==> src/rtl/uart_rx_if.sv <==
// Serial-line input and received-word outputs of uart_rx.
// The slave side is the receiver; the master side drives the line and consumes words.
interface uart_rx_if #(
  parameter int N = 8
);
  logic         i_rx;
  logic [N-1:0] o_data;
  logic         o_dv;
  logic         o_busy;
  logic         o_frame_err;
  logic         o_parity_err;

  modport slave  (input i_rx, output o_data, o_dv, o_busy, o_frame_err, o_parity_err);
  modport master (output i_rx, input o_data, o_dv, o_busy, o_frame_err, o_parity_err);
endinterface

==> src/rtl/uart_rx.sv <==
// UART receiver: 2-FF synchronised line, mid-bit sampling, LSB-first data, optional parity,
// one stop bit; each word or framing error is reported as a single-cycle pulse.
module uart_rx #(
  parameter int CLK_FREQ = 50_000_000,
  parameter int BR       = 9600,
  parameter int N        = 8,
  parameter int PARITY   = 0
) (
  input  logic     i_clk,
  input  logic     rst_n,
  uart_rx_if.slave rx_if
);
  localparam int CPB  = CLK_FREQ / BR;
  localparam int HALF = CPB / 2;
  localparam int CW   = (CPB > 2) ? $clog2(CPB) : 1;
  localparam int IW   = $clog2(N);

  localparam logic [CW-1:0] CNT_HALF = CW'(HALF - 1);
  localparam logic [CW-1:0] CNT_LAST = CW'(CPB - 1);
  localparam logic [IW-1:0] IDX_LAST = IW'(N - 1);
  localparam logic          ODD      = (PARITY == 1);

  localparam logic [2:0] S_IDLE   = 3'd0;
  localparam logic [2:0] S_START  = 3'd1;
  localparam logic [2:0] S_DATA   = 3'd2;
  localparam logic [2:0] S_PARITY = 3'd3;
  localparam logic [2:0] S_STOP   = 3'd4;

  logic          rx_meta_reg;
  logic          rx_s_reg;
  logic          rx_prev_reg;
  logic [2:0]    state_reg;
  logic [2:0]    state_next;
  logic [CW-1:0] clk_cnt_reg;
  logic [IW-1:0] idx_reg;
  logic [N-1:0]  data_sh_reg;
  logic [N-1:0]  bit_we;
  logic          par_err_reg;
  logic [N-1:0]  data_reg;
  logic          dv_reg;
  logic          busy_reg;
  logic          frame_err_reg;
  logic          parity_err_reg;

  logic fall;
  logic at_half;
  logic at_last;
  logic data_sample;
  logic par_sample;
  logic stop_sample;

  assign fall        = rx_prev_reg & ~rx_s_reg;
  assign at_half     = (clk_cnt_reg == CNT_HALF);
  assign at_last     = (clk_cnt_reg == CNT_LAST);
  assign data_sample = (state_reg == S_DATA)   && at_last;
  assign par_sample  = (state_reg == S_PARITY) && at_last;
  assign stop_sample = (state_reg == S_STOP)   && at_last;

  // One write enable per data bit; only the bit addressed by idx_reg captures the sample.
  for (genvar gi = 0; gi < N; gi++) begin : g_bit_we
    assign bit_we[gi] = data_sample && (idx_reg == IW'(gi));
  end

  // Synchroniser and edge history idle high so a low line at reset release is not a start.
  always_ff @(posedge i_clk or negedge rst_n) begin
    if (!rst_n) begin
      rx_meta_reg <= 1'b1;
      rx_s_reg    <= 1'b1;
      rx_prev_reg <= 1'b1;
    end else begin
      rx_meta_reg <= rx_if.i_rx;
      rx_s_reg    <= rx_meta_reg;
      rx_prev_reg <= rx_s_reg;
    end
  end

  always_comb begin
    state_next = state_reg;
    case (state_reg)
      S_IDLE:   if (fall)    state_next = S_START;
      S_START:  if (at_half) state_next = rx_s_reg ? S_IDLE : S_DATA;
      S_DATA:   if (at_last && (idx_reg == IDX_LAST))
                  state_next = (PARITY != 0) ? S_PARITY : S_STOP;
      S_PARITY: if (at_last) state_next = S_STOP;
      S_STOP:   if (at_last) state_next = S_IDLE;
      default:  state_next = S_IDLE;
    endcase
  end

  always_ff @(posedge i_clk or negedge rst_n) begin
    if (!rst_n) begin
      state_reg      <= S_IDLE;
      clk_cnt_reg    <= '0;
      idx_reg        <= '0;
      data_sh_reg    <= '0;
      par_err_reg    <= 1'b0;
      data_reg       <= '0;
      dv_reg         <= 1'b0;
      busy_reg       <= 1'b0;
      frame_err_reg  <= 1'b0;
      parity_err_reg <= 1'b0;
    end else begin
      state_reg      <= state_next;
      busy_reg       <= (state_next != S_IDLE);
      dv_reg         <= 1'b0;
      frame_err_reg  <= 1'b0;
      parity_err_reg <= 1'b0;

      if ((state_next != state_reg) || data_sample || (state_reg == S_IDLE))
        clk_cnt_reg <= '0;
      else
        clk_cnt_reg <= clk_cnt_reg + 1'b1;

      if (state_reg == S_START) begin
        idx_reg     <= '0;
        par_err_reg <= 1'b0;
      end else if (data_sample) begin
        idx_reg <= idx_reg + 1'b1;
      end

      data_sh_reg <= (data_sh_reg & ~bit_we) | ({N{rx_s_reg}} & bit_we);

      if (par_sample)
        par_err_reg <= (((^data_sh_reg) ^ rx_s_reg) != ODD);

      // A low stop bit discards the word entirely: o_data keeps the previous good value.
      if (stop_sample) begin
        if (rx_s_reg) begin
          data_reg       <= data_sh_reg;
          dv_reg         <= 1'b1;
          parity_err_reg <= par_err_reg;
        end else begin
          frame_err_reg  <= 1'b1;
        end
      end
    end
  end

  assign rx_if.o_data       = data_reg;
  assign rx_if.o_dv         = dv_reg;
  assign rx_if.o_busy       = busy_reg;
  assign rx_if.o_frame_err  = frame_err_reg;
  assign rx_if.o_parity_err = parity_err_reg;
endmodule

==> src/flat_wrapper.sv <==
// flat-port wrapper written by rule: the top's interface ports become plain ports
module uart_rx_flat 
#(
  parameter int CLK_FREQ = 50_000_000,
  parameter int BR       = 9600,
  parameter int N        = 8,
  parameter int PARITY   = 0
)
  (i_clk, rst_n, rx_if_i_rx, rx_if_o_data, rx_if_o_dv, rx_if_o_busy, rx_if_o_frame_err, rx_if_o_parity_err);
  uart_rx_if #(.N(N)) rx_if_i ();
  input  logic i_clk;
  input  logic rst_n;
  input wire logic [$bits(rx_if_i.i_rx)-1:0] rx_if_i_rx;
  output wire logic [$bits(rx_if_i.o_data)-1:0] rx_if_o_data;
  output wire logic [$bits(rx_if_i.o_dv)-1:0] rx_if_o_dv;
  output wire logic [$bits(rx_if_i.o_busy)-1:0] rx_if_o_busy;
  output wire logic [$bits(rx_if_i.o_frame_err)-1:0] rx_if_o_frame_err;
  output wire logic [$bits(rx_if_i.o_parity_err)-1:0] rx_if_o_parity_err;
  assign rx_if_i.i_rx = rx_if_i_rx;
  assign rx_if_o_data = rx_if_i.o_data;
  assign rx_if_o_dv = rx_if_i.o_dv;
  assign rx_if_o_busy = rx_if_i.o_busy;
  assign rx_if_o_frame_err = rx_if_i.o_frame_err;
  assign rx_if_o_parity_err = rx_if_i.o_parity_err;
  uart_rx #(.CLK_FREQ(CLK_FREQ), .BR(BR), .N(N), .PARITY(PARITY)) u_core (.i_clk(i_clk), .rst_n(rst_n), .rx_if(rx_if_i));
endmodule
==> config.mk <==
export PLATFORM = sky130hd
export DESIGN_NAME = uart_rx_flat
export DESIGN_NICKNAME = d
export VERILOG_FILES = /design/src/rtl/uart_rx_if.sv /design/src/rtl/uart_rx.sv /design/src/flat_wrapper.sv
export SDC_FILE = /design/constraint.sdc
export NUM_CORES = 1
export LEC_CHECK = 0
export BUFFER_PORTS_ARGS = -buffer_cell sky130_fd_sc_hd__buf_2
export CORE_UTILIZATION = 60
export CTS_BUF_LIST = sky130_fd_sc_hd__clkbuf_2
export CTS_CLUSTER_DIAMETER = 80
export DETAILED_ROUTE_END_ITERATION = 12
export GPL_ROUTABILITY_DRIVEN = 0
export GPL_TIMING_DRIVEN = 0
export PLACE_DENSITY_LB_ADDON = 0.1
export SKIP_LAST_GASP = 1
export SYNTH_ARGS = -nofsm -noshare
export SYNTH_HDL_FRONTEND = slang
export SYNTH_SLANG_ARGS = --single-unit
==> constraint.sdc <==
create_clock -name i_clk -period 3.5 [get_ports i_clk]
set_input_delay 0.175 -clock i_clk [delete_from_list [all_inputs] [get_ports i_clk]]
set_output_delay 0.175 -clock i_clk [all_outputs]
set_load 0.01 [all_outputs]
======== After elaboration in Yosys (flattened, before gate mapping) ========
Cells that the tools add are included.
cells by class
  muxes and demuxes ....................... 18
  eq/ne operators ......................... 14
  bitwise logic cells ..................... 7
  add/sub/neg operators ................... 2
  reduce and logical (&&, ||, !) cells .... 21
operators with widths
  cell                                                    number
  2-to-1 mux 3 bit                                        7
  bitwise AND 8 bit                                       2
  equality test 3 bit (second input constant)             5
  case mux 3 bit (5 select lines)                         1
  adder 13 x 1 -> 13 bit (second input constant)          1
  equality test 13 x 12 -> 1 bit (second input constant)  1
  equality test 13 bit (second input constant)            1
  2-to-1 mux 13 bit                                       1
  equality test 3 x 2 -> 1 bit (second input constant)    4
  logical AND 1 bit                                       12
  2-to-1 mux 1 bit                                        8
  inverter 8 bit                                          1
  bitwise OR 8 bit                                        1
  XOR reduction 8 bit                                     1
  equality test 3 x 1 -> 1 bit (second input constant)    2
  logical NOT 3 bit                                       2
  nonzero test 2 bit                                      2
  adder 3 x 1 -> 3 bit (second input constant)            1
  inequality test 3 bit                                   1
  nonzero test 3 bit                                      1
  logical OR 1 bit                                        2
  2-to-1 mux 2 bit                                        1
  AND reduction 2 bit                                     1
  bitwise AND 1 bit                                       1
  2 further kinds                                         2
word-level totals
  register bits ........................... 43
  word-level logic and storage cells ...... 75
  bits of input ports ..................... 3
  output and inout port bits .............. 12

======== Longest topological paths before layout ========
Gate-level depths: netlist (run 1).
  depth in word-level cells ............... 8
  mapped depth ............................ 7

======== Worst setup path after synthesis (run 1) ========
OpenSTA, ideal clock, no wires.
  path type ............................... register to register
  start point ............................. reg u_core.clk_cnt_reg[0]
  end point ............................... reg (tool-made name)
  required time ........................... 3.375 ns
  data arrival time ....................... 1.679 ns
  setup slack ............................. 1.696 ns
  setup time .............................. 0.125 ns
  path buffers ............................ 0
  clock period less this slack ............ 1.804 ns
  cell stages (with the launch flop) ...... 7
  cell sequence ........................... dfrtp_1 -> ha_1 -> and4bb_1 -> nand4_2 -> nor2_1 -> and4_1 -> mux2_2
RTL lines
  element                   RTL line        source
  start: declaration        uart_rx.sv:34   logic [CW-1:0] clk_cnt_reg;
  start signal: assignment  uart_rx.sv:112  clk_cnt_reg <= clk_cnt_reg + 1'b1;

==> impl_metrics.yaml, run 1 <==
run_status:
  status: "finished clean"
setup_path:
  worst_setup_path_start_kind: "flip-flop"
  crit_chain: "ha_1, and4bb_1, nand4_2, nor2_1, and4_1, mux2_2"
  required_ns: 3.81
  r2r_setup_slack_ns: 1.40
  cp_slowest_cell: "dfrtp_1"
  critPathTopFamily: "simple AND/OR/NAND/NOR gates"
  crit_fanout: 5
  r2r_start: "u_core.clk_cnt_reg[0]"
  cpPeakStageDelay_ns: 0.43
  r2r_cells: 6
  critical_path_class: "flip-flop to flip-flop"
  critical_path.n_buffers_inverters: 0
  worstSetupEndpointType: "flip-flop"
  worst_ep_arrival_time_ns: 2.41
timing:
  rsz0062_at_grt: "false"
  timing.fmax_mhz: 476.2
  clock_skew_ns: 0.04151
  setup_tns_ns: 0
  period_share: 0.6000
  setup_viol: 0
  holdWs_ns: 0.3554
  drv_slew: 0
  hold_violations: 0
  slew_headroom: 0.4092
  worst_pin_slew_ns: 0.8862
  period_needed_ns: 2.100
grt:
  grt_pass1_wl_um: 7403
  grt_start_max_net_pins: 44
  overflow: 0
  antenna_found_initial: 0
  use_met1: 0.3354
  gr-usage-met3: 0.06618
  use_met2: 0.3750
  track_usage: 0.2461
  grt_pass1_vias: 1578
  grt_most_used_layer: "met2"
final_layout:
  regArea_sq_mm: 0.001080
  drive_gt1_frac: 0.2100
  antennaDiodeCount: 0
  num-fill-cells: 271
  finalNetCount: 228
  multi_input_area_sq_mm: 0.001035
  utilization: 0.6955
  syn2layout_area_growth_pct: 8.650
floorplanning:
  initial_core_util: 0.6401
  die_w_um: 62.13
  die_y_um: 62.13
  row_count: 21
  die_area_sq_mm: 0.003860
  ios: 15
  core_area_sq_mm: 0.003390
logic_synthesis:
  yosys.area.top_type: "dfrtp_1"
  synth_edf_count: 0
  synth_top_area_frac: 0.4614
  synth.area.top_cells: "dfrtp_1 (46%), mux2_2 (7.3%), ha_1 (4.0%)"
  yosys_register_bits: 43
  synth_cell_types: 46
  syn_area_per_cell_sq_um: 11.13
  yosysWarningCount: 0
  synth-async-reset-ratio: 1.000
  synth.most_common_cell: "dfrtp_1"
  mappedNetlistNets: 205
  ys.flop_type: "dfrtp_1"
  seq_area_frac_synth: 0.4977
  synthCells: 195
  synth_commonest_cells: "dfrtp_1 (40), nor2_1 (15), mux2_2 (14), nand2_1 (12)"
  synth_area_sq_mm: 0.002170
cts:
  cts_tree: "built"
  clockBufferDepth: 2
  cts_buffers: 5
  clk_pin_slew_worst_paths_ns: 0.25
  clock_latency_ns: 0.43
  cts.sinks: 43
  postCtsSetupBuffers: 0
  cts_root_buf: "clkbuf_2"
  h-tree-depth: 2
drt:
  dr.pass1.iters: 4
  vias: 1527
  post-route-drc-count: 0
  wl_per_cell_um: 15.10
  drtIter0Drc: 53
  via_per_inst: 5.762
  wl_um: 4001
  ant_nets: 0
power:
  p_total_mw: 0.8849
  vdd_drop_max_mv: 0.3099
  power_density_mw_per_mm2: 375.4
  p_leak_nw: 1.131
placed_design:
  dp_hpwl_um: 2944
  numPortBuffers: 14
min_path:
  hp-class: "primary input to asynchronous set/reset pin"
job:
  maxCapViolations: 0
==> power breakdown <==
| group | internal [mW] | leakage [nW] | switching [mW] | total [mW] |
|---|---|---|---|---|
| logic | 0.0489 | 0.531 | 0.0785 | 0.127 |
| clock network | 0.0444 | 0.0241 | 0.164 | 0.208 |
| registers | 0.526 | 0.577 | 0.0232 | 0.550 |
| total | 0.620 | 1.13 | 0.265 | 0.885 |
==> kinds of logic (layout without fill, tap and decap cells) <==
logic type,Yosys count,count (layout),share of synthesized area
AOI/OAI and AO/OA,18,18,0.05825
xor gates and xnor gates,18,18,0.07266
adders and majority gates,7,7,0.04037
buffers and inverters,12,36,0.02537
DFF,43,43,0.4977
muxes,18,18,0.09227
and+or+nand+nor,79,79,0.2134
==> how the worst max path moves through the flow <==
stage	startpoint	endpoint	slack, ns	cells past startpoint
after detailed placement	u_core.clk_cnt_reg[0]	flip-flop	1.47	6
after global routing	u_core.clk_cnt_reg[0]	u_core.clk_cnt_reg[2]	1.30	7
final	u_core.clk_cnt_reg[0]	flip-flop	1.40	6
after CTS	u_core.clk_cnt_reg[0]	flip-flop	1.42	6
after floorplan	u_core.clk_cnt_reg[0]	flip-flop	1.70	6
after global placement	u_core.clk_cnt_reg[0]	flip-flop	1.50	6
==> cell usage in the layout (no fill, tap or decap), types with 3 or more instances in the layout <==
cell	n
nor3b_1	3
nand2_1	12
nand3_1	10
xor2_1	8
and3_1	3
o21ai_0	4
clkbuf_2	5
nor4bb_1	3
inv_1	5
nor3_1	7
clkbuf_1	4
ha_1	7
dfrtp_1	40
xnor2_1	10
mux2_2	14
buf_2	16
nor2_1	15
a22o_1	3
dfstp_2	3
nand2b_1	3
nand4_1	5
==> routing by layer <==
metal	routed length, um	part of all wire
met3	168	0.042
met2	1845	0.46
met5	0	0
met1	1918	0.48
met4	69	0.017
==> metrics by stage <==
stage          cells  area [sq um]  setup WS [ns]
2_1_floorplan    195          2170          1.696
3_3_place_gp     255          2297          1.497
3_5_place_dp     255          2297          1.466
4_1_cts          265          2357          1.417
5_1_grt          265          2357          1.296
6_report         265          2357          1.400
==> layout make-up <==
cell class / instances / area share
sequential: 43 / 0.4581
multi-input combinational: 140 / 0.4390
timing repair buffer: 16 / 0.03822
tap: 46 / 0.02442
buffer: 7 / 0.01539
clock buffer: 5 / 0.01062
inverter: 5 / 0.007962
clock inverter: 3 / 0.006369
==> repair_timing <==
| action | in CTS | in global routing |
|---|---|---|
| gates resized for setup | 0 | 0 |
| endpoints found under the hold margin | 41 | 0 |
| hold buffers | 2 | 0 |
Note: power is estimated with default switching activity, not from simulation.
==> run 2, diff against run 1 <==
- CORE_UTILIZATION: 60 -> 56
- clock period: 3.5 -> 1.9 ns (I/O delays scaled with it)
==> impl_metrics.yaml, run 2 (synthesis gave the netlist of run 1 again) <==
job:
  maxCapViolations: 0
final_layout:
  antennaDiodeCount: 0
  most-common-layout-cells: "dfrtp_1 (39), buf_2 (16), nor2_1 (14)"
  num-fill-cells: 273
  fin_cells: 277
  mostFrequentLayoutCell: "dfrtp_1"
  finalNetCount: 238
  drive_gt1_frac: 0.3362
  stdcell_area_sq_mm: 0.002569
  syn2layout_area_growth_pct: 18.40
grt:
  track_usage: 0.2470
  gr-usage-met3: 0.04286
  use_met1: 0.3120
  grt_pass1_vias: 1613
  antenna_found_initial: 0
  overflow: 0
  grt_pass1_wl_um: 7590
  use_met2: 0.4171
  grt_start_max_net_pins: 44
  grt_most_used_layer: "met2"
setup_path:
  worst_ep_arrival_time_ns: 2.24
  r2r_setup_slack_ns: 0.002
  r2r_cells: 7
  crit_fanout: 6
  critical_path_class: "flip-flop to flip-flop"
  worst_setup_path_start_kind: "flip-flop"
  r2r_start: "u_core.clk_cnt_reg[0]"
  cp-startpoint: "u_core.clk_cnt_reg[0]"
  worstSetupEndpointType: "flip-flop"
  required_ns: 2.25
timing:
  setup_tns_ns: 0
  clock_skew_ns: 0.02170
  period_share: 0.9988
  setup_viol: 0
  drv_slew: 0
  hold_violations: 0
  holdWs_ns: 0.2998
  slew_headroom: 0.3771
  timing.fmax_mhz: 526.9
  rsz0062_at_grt: "true"
  worst_pin_slew_ns: 0.9343
  period_needed_ns: 1.898
placed_design:
  postPlaceCellArea_sq_mm: 0.002300
  place_inst: 257
  numPortBuffers: 14
  dp_hpwl_um: 3020
power:
  p_total_mw: 1.750
  power_density_mw_per_mm2: 681.2
  p_leak_nw: 1.208
  vdd_drop_max_mv: 0.6723
min_path:
  hp-class: "primary input to flip-flop"
  min_path_cells: 2
cts:
  clock_latency_ns: 0.43
  cts.sinks: 43
  cts_buffers: 5
  clk_pin_slew_worst_paths_ns: 0.21
  cts_root_buf: "clkbuf_2"
  h-tree-depth: 2
  clockBufferDepth: 2
  cts_tree: "built"
floorplanning:
  die_w_um: 64.25
  die_y_um: 64.25
  row_count: 22
  core_area_sq_mm: 0.003689
  initial_core_util: 0.5882
  die_area_sq_mm: 0.004127
  ios: 15
run_status:
  status: "finished clean"
drt:
  via_per_inst: 5.801
  ant_nets: 0
  wl_per_cell_um: 16.55
  dr.pass1.iters: 4
  drtIter0Drc: 120
  vias: 1607
  post-route-drc-count: 0
  wl_um: 4583
run 2: cell types whose count changed in the layout (fill, tap and decap cells not counted), sizes merged:
cell | previous run | this run
buf | 17 | 28
clkinv | 2 | 1
run 2: how the worst min path moves through the flow:
stage	from	slack, ns	to
2_1_floorplan	rst_n	-0.20	asynchronous set/reset pin
3_3_place_gp	rx_if_i_rx	0.20	u_core.rx_meta_reg
3_5_place_dp	rx_if_i_rx	0.20	u_core.rx_meta_reg
4_1_cts	rx_if_i_rx	0.29	u_core.rx_meta_reg
5_1_grt	rx_if_i_rx	0.29	u_core.rx_meta_reg
6_report	rx_if_i_rx	0.30	u_core.rx_meta_reg
run 2: final cells by class:
| type | instances | area (sq um) | share of cell area |
|---|---|---|---|
| buffer | 6 | 36.28 | 0.01413 |
| clock buffer | 6 | 30.03 | 0.01169 |
| clock inverter | 2 | 12.51 | 0.004871 |
| inverter | 5 | 18.77 | 0.007306 |
| multi-input combinational | 140 | 1145 | 0.4457 |
| sequential | 43 | 1081 | 0.4208 |
| tap | 48 | 60.06 | 0.02338 |
| timing repair buffer | 27 | 185.2 | 0.07209 |
run 2: power by group:
part	total [mW]	internal [mW]	switching, mW
clock	0.390	0.0936	0.297
sequential	1.02	0.970	0.0525
combinational	0.337	0.160	0.177
total	1.75	1.22	0.526
run 2: repair_timing:
| action | 4_1_cts | 5_1_grt |
|---|---|---|
| endpoints found under the hold margin | 41 | 0 |
| resized for setup | 8 | 20 |
| hold buffers | 2 | 0 |
| pin swaps | 1 | 6 |
| cloned | 0 | 0 |
| endpoints found under the setup margin | 26 | 30 |
| setup buffers | 5 | 6 |
run 2: metrics by stage:
stage	util	setup WS, ns
global route	0.6964	-0.06870
detailed placement	0.6235	-0.1450
finish	0.6964	0.002196
CTS	0.6591	0.002900
global placement	0.6235	-0.1012
floorplan	-	0.09628
run 2: per-layer routing:
metal  vias to the layer above  part of all wire  routed length [um]
met5                         -                 0                   0
met4                         0             0.017                  80
met3                         7             0.027                 126
met2                        31              0.53                2417
met1                       807              0.43                1957
li1                        762                 -                   -
run 2: critical path: stages (launching register included):
cell and delay [ns]:
dfrtp_1 0.43, ha_4 0.18, and4bb_1 0.25, nand4_4 0.16, buf_6 0.18, nor3_4 0.21, nand3_2 0.11, mux2_4 0.31
